==> config.mk <==
export PLATFORM = sky130hd
export DESIGN_NAME = reg_wr_arbiter
export DESIGN_NICKNAME = d
export VERILOG_FILES = /design/src/rtl/reg_wr_arbiter.sv
export SDC_FILE = /design/constraint.sdc
export NUM_CORES = 1
export LEC_CHECK = 0
export BUFFER_PORTS_ARGS = -buffer_cell sky130_fd_sc_hd__buf_4
export CORE_ASPECT_RATIO = 0.5
export CORE_MARGIN = 10
export CORE_UTILIZATION = 35
export DETAILED_ROUTE_END_ITERATION = 8
export GPL_ROUTABILITY_DRIVEN = 1
export HOLD_SLACK_MARGIN = 0.03
export PLACE_DENSITY = 0.67
export SLEW_MARGIN = 20
export SYNTH_ARGS = -nofsm -noshare
export SYNTH_HDL_FRONTEND = slang
export SYNTH_SLANG_ARGS = --single-unit
==> constraint.sdc <==
create_clock -name Clock -period 5.15 [get_ports Clock]
set_input_delay 1.03 -clock Clock [delete_from_list [all_inputs] [get_ports Clock]]
set_output_delay 1.03 -clock Clock [all_outputs]
set_load 0.01 [all_outputs]
==> src/rtl/reg_wr_arbiter.sv <==
// rtl/reg_wr_arbiter.sv - round-robin arbiter with timed lock for the register-file write port
// Optional macro REGARB_ZERO_FILTER_EN suppresses RegWr for writes to register 0.
module reg_wr_arbiter #(
    parameter int NREQ     = 2,
    parameter int n        = 32,
    parameter int LOCK_MAX = 8,
    parameter int WCNT_W   = 16
) (
    input  logic              Clock,
    input  logic              Reset_n,
    input  logic [NREQ-1:0]   req_valid,
    input  logic [NREQ*5-1:0] req_addr,
    input  logic [NREQ*n-1:0] req_data,
    input  logic [NREQ-1:0]   req_lock,
    output logic [NREQ-1:0]   req_ready,
    output logic [4:0]        Rw,
    output logic              RegWr,
    output logic [n-1:0]      busW,
    output logic              locked,
    output logic [WCNT_W-1:0] wr_count
);

    localparam int PW = (NREQ > 1) ? $clog2(NREQ) : 1;
    localparam int TW = (LOCK_MAX > 1) ? $clog2(LOCK_MAX) : 1;

    typedef enum logic {ARB, LOCKED} state_t;

    state_t        state;
    logic [PW-1:0] ptr;
    logic [PW-1:0] owner;
    logic [TW-1:0] timer;
    logic [PW-1:0] win;
    logic          xfer;
    logic          issue;
    logic [4:0]    win_addr;
    logic [n-1:0]  win_data;

    function automatic logic [PW-1:0] rr_idx(input logic [PW-1:0] p, input int k);
        int s;
        s = (int'(p) + k) % NREQ;
        return PW'(s);
    endfunction

    function automatic logic [PW-1:0] next_ptr(input logic [PW-1:0] p);
        return (p == PW'(NREQ - 1)) ? '0 : p + PW'(1);
    endfunction

    // Scan from the highest offset down so the requester closest to ptr wins.
    always_comb begin
        req_ready = '0;
        win       = ptr;
        xfer      = 1'b0;
        if (Reset_n) begin
            if (state == LOCKED) begin
                win  = owner;
                xfer = req_valid[owner];
            end else begin
                for (int k = NREQ - 1; k >= 0; k--) begin
                    if (req_valid[rr_idx(ptr, k)]) begin
                        win  = rr_idx(ptr, k);
                        xfer = 1'b1;
                    end
                end
            end
            if (xfer) begin
                req_ready[win] = 1'b1;
            end
        end
    end

    always_comb begin
        win_addr = '0;
        win_data = '0;
        for (int i = 0; i < NREQ; i++) begin
            if (win == PW'(i)) begin
                win_addr = req_addr[5*i +: 5];
                win_data = req_data[n*i +: n];
            end
        end
    end

`ifdef REGARB_ZERO_FILTER_EN
    assign issue = xfer && (win_addr != 5'd0);
`else
    assign issue = xfer;
`endif

    assign locked = (state == LOCKED);

    always_ff @(posedge Clock) begin
        if (!Reset_n) begin
            Rw       <= '0;
            RegWr    <= 1'b0;
            busW     <= '0;
            wr_count <= '0;
            ptr      <= '0;
            owner    <= '0;
            timer    <= '0;
            state    <= ARB;
        end else begin
            RegWr    <= issue;
            wr_count <= wr_count + {{(WCNT_W-1){1'b0}}, RegWr};
            if (xfer) begin
                Rw   <= win_addr;
                busW <= win_data;
            end
            case (state)
                ARB: begin
                    if (xfer) begin
                        if (req_lock[win]) begin
                            state <= LOCKED;
                            owner <= win;
                            timer <= '0;
                        end else begin
                            ptr <= next_ptr(win);
                        end
                    end
                end
                LOCKED: begin
                    timer <= timer + TW'(1);
                    // Timeout releases even if the owner is still transferring.
                    if ((timer == TW'(LOCK_MAX - 1)) || (xfer && !req_lock[owner])) begin
                        state <= ARB;
                        ptr   <= next_ptr(owner);
                    end
                end
                default: state <= ARB;
            endcase
        end
    end

endmodule

==> flow_summary_export.csv <==
group,metric,value,unit
cts,cts_root_buf,"clkbuf_16",
cts,cts_hold_buf,0,
worst_setup_path,critPathMaxFanout,68,
pwr,power.leakage,2.18,nW
place,place.port_buffers,136,
die,rows,23,
pwr,vdd_ir_drop_max,0.200,mV
die,coreArea,7970,µm²
pwr,finalPower,1.47,mW
finish,multiInputGateArea,1550,µm²
routing,vias,2616,
cts,clk_pin_slew_worst_paths,0.05,ns
timing,layout_worst_path_cycle_share,0.584,
worst_setup_path,critical_path_required,4.12,ns
die,start_util,0.360,
routing,ant_nets,0,
timing,finalSetupViolations,0,
routing,dr.pass1.iters,4,
synthesis,ys_ff_latch,60,
finish,drive_gt1_frac,0.354,
routing,wirelength,8090,µm
routing,drcViolationCount,0,
cts,cts-resized-gates,0,
worst_setup_path,critPathMostFrequentCell,"buf_4",
cts,clock_latency,0.32,ns
timing,max-slew-margin-rel,0.539,
pwr,power_density,347,nW/µm²
run_status,outcome,"completed",
timing,fin_setup_tns,0,ns
worst_setup_path,startpoint_type,"primary input",
global_route,gr-total-overflow,0,
timing,slew_viol_final,0,
finish,regArea,1200,µm²
finish,area_growth,47.8,%
hold_path,hold_class,"reg2reg",
worst_setup_path,cp_cell_sequence,"buf_4 > nand3_1 > a31oi_1 > buf_4",
routing,via_per_inst,4.84,
timing,clock.fmax,333,MHz
place,dp_hpwl,6030,µm
finish,nets,508,
cts,cts_tree,"done",
routing,drtIter0Drc,145,
worst_setup_path,arrival,1.98,ns
global_route,antenna_found_initial,0,
die,pin_count,137,
synthesis,yosys_warnings,0,
die,die-area,12400,µm²
synthesis,netlist_area,2870,µm²
cts,htreeDepth,3,
synthesis,ys_seq_area_frac,0.419,
worst_setup_path,cpPeakStageDelay,0.49,ns
synthesis,synth.avg_cell_area,9.62,µm²
place,gp_congestion,0.806,
cts,postCtsSetupBuffers,0,
worst_setup_path,reg2reg_slack,2.52,ns
timing,rsz0062_at_grt,"no",
die,fp.dieH,84.0,µm
routing,wire_per_inst,15.0,µm
global_route,grt_use_total,0.127,
cts,clk_path_buf_depth,2,
worst_setup_path,cp_slowest_cell,"buf_4",
timing,skew,0.00487,ns
timing,worst_pin_slew,0.691,ns
cts,cts_buffers,9,
finish,fill_cells,757,
cts,cts_sinks,60,
timing,hold_viol,0,
synthesis,synth_cell_types,35,
global_route,grt_max_degree,69,
finish,diodes,0,
die,die_x,148,µm
worst_setup_path,end_kind,"primary output",
global_route,first_global_vias,2580,
timing,finalCriticalPeriod,3.01,ns
synthesis,synth_nets,382,
job,drv_cap,0,
global_route,grt_pass1_wl,13000,µm
worst_setup_path,crit_type,"in2out",
synthesis,syn-instance-count,298,
cells by family after synthesis:
logic type      after synthesis  synth area share
compound gates               63             0.195
xor+xnor                     10            0.0306
fa+ha+maj                     4            0.0175
buf+inv                      26            0.0415
flops                        60             0.419
mux                          41             0.143
simple gates                 94             0.154
synth_stat cells:
cell type / number / area (µm²)
dfxtp_1: 60 / 1200
nand2_1: 51 / 191
mux2i_1: 41 / 410
o211a_1: 37 / 370
and2_1: 13 / 81.3
clkbuf_1: 13 / 48.8
xnor2_1: 8 / 70.1
nand3_1: 7 / 35.0
or3_1: 7 / 43.8
a21boi_0: 5 / 37.5
buf_2: 5 / 25.0
a21boi_1: 4 / 30.0
ha_1: 4 / 50.1
inv_1: 4 / 15.0
nor2_1: 4 / 15.0
o21ai_0: 4 / 20.0
and3_1: 3 / 18.8
nand2b_1: 3 / 18.8
nor2b_1: 3 / 18.8
o211ai_1: 3 / 22.5
a31oi_1: 2 / 12.5
buf_1: 2 / 7.51
buf_6: 2 / 22.5
xor2_1: 2 / 17.5
a31o_2: 1 / 8.76
a32o_1: 1 / 10.0
a32oi_1: 1 / 8.76
nand4_1: 1 / 6.26
nor3_1: 1 / 5.00
o21ai_1: 1 / 5.00
o221ai_1: 1 / 8.76
o22a_1: 1 / 8.76
o22ai_1: 1 / 6.26
o41ai_1: 1 / 8.76
or2_1: 1 / 6.26
layout by cell type (no fill, tap or decap):
cell type	synthesis	layout
buf_4	0	137
dfxtp_1	60	60
nand2_1	51	51
mux2i_1	41	41
o211a_1	37	37
and2_1	13	13
clkbuf_16	0	9
xnor2_1	8	8
nand3_1	7	7
or3_1	7	6
a21boi_0	5	5
inv_1	4	4
nor2_1	4	4
o21ai_0	4	4
a21boi_1	4	4
ha_1	4	4
clkbuf_1	13	4
nand2b_1	3	3
and3_1	3	3
nor2b_1	3	3
o211ai_1	3	3
a31oi_1	2	2
xor2_1	2	2
clkbuf_8	0	2
o22a_2	0	1
a32o_1	1	1
or3_4	0	1
nor3_1	1	1
o22ai_1	1	1
a31o_2	1	1
or2_1	1	1
o21ai_1	1	1
o221ai_1	1	1
o41ai_1	1	1
a32oi_1	1	1
nand4_1	1	1
bufinv_16	0	1
where the power goes:
group | switching [mW] | internal [mW] | total, mW
Combinational | 0.158 | 0.181 | 0.339
Clock | 0.191 | 0.401 | 0.592
Sequential | 0.0284 | 0.511 | 0.540
flip-flops by register name, indices dropped and copies added, names as in the netlist:
signal	count
wr_count	16
Rw	5
ptr	1
owner	1
locked	1
RegWr	1
timer	3
busW	32
stage by stage:
stage                     instance area, µm²  hold slack (ns)  std cells   util  setup WS [ns]
after CTS                               4230            0.499        541  0.531           1.77
after global routing                    4240            0.509        541  0.531           1.98
final                                   4240            0.495        541  0.531           2.14
after global placement                  3930            0.481        525  0.493           1.45
after detailed placement                3930            0.488        525  0.493           1.43
after floorplan                         2870            0.479        298      -           2.52
final timing paths:
check,startpoint,end,depth (start not counted)
min,busW[19],busW[19],1
min reg2reg,busW[19],busW[19],1
max,Reset_n,req_ready[0],4
max reg2reg,locked,owner,6
layout make-up:
type,count,area share
Tap cell,112,0.0331
Timing Repair Buffer,137,0.243
Multi-Input combinational cell,212,0.367
Clock buffer,15,0.0632
Inverter,4,0.00355
Sequential cell,60,0.284
Clock inverter,1,0.00709
layer usage:
layer  vias to the layer above  global-route usage  wire (µm)
met4                         0              0.0438        117
met1                      1234               0.133       3180
li1                       1324                   -          -
met2                        46               0.233       4440
met3                        12              0.0427        347
met5                         -                   0          0
worst max-delay path, delay by kind of cell:
family,cells,cell delay [ns]
AO/OA/AOI/OAI,1,0.17
AND/OR/NAND/NOR,1,0.14
buffers and inverters,2,0.63
Note: power is estimated with default switching activity, not from simulation.
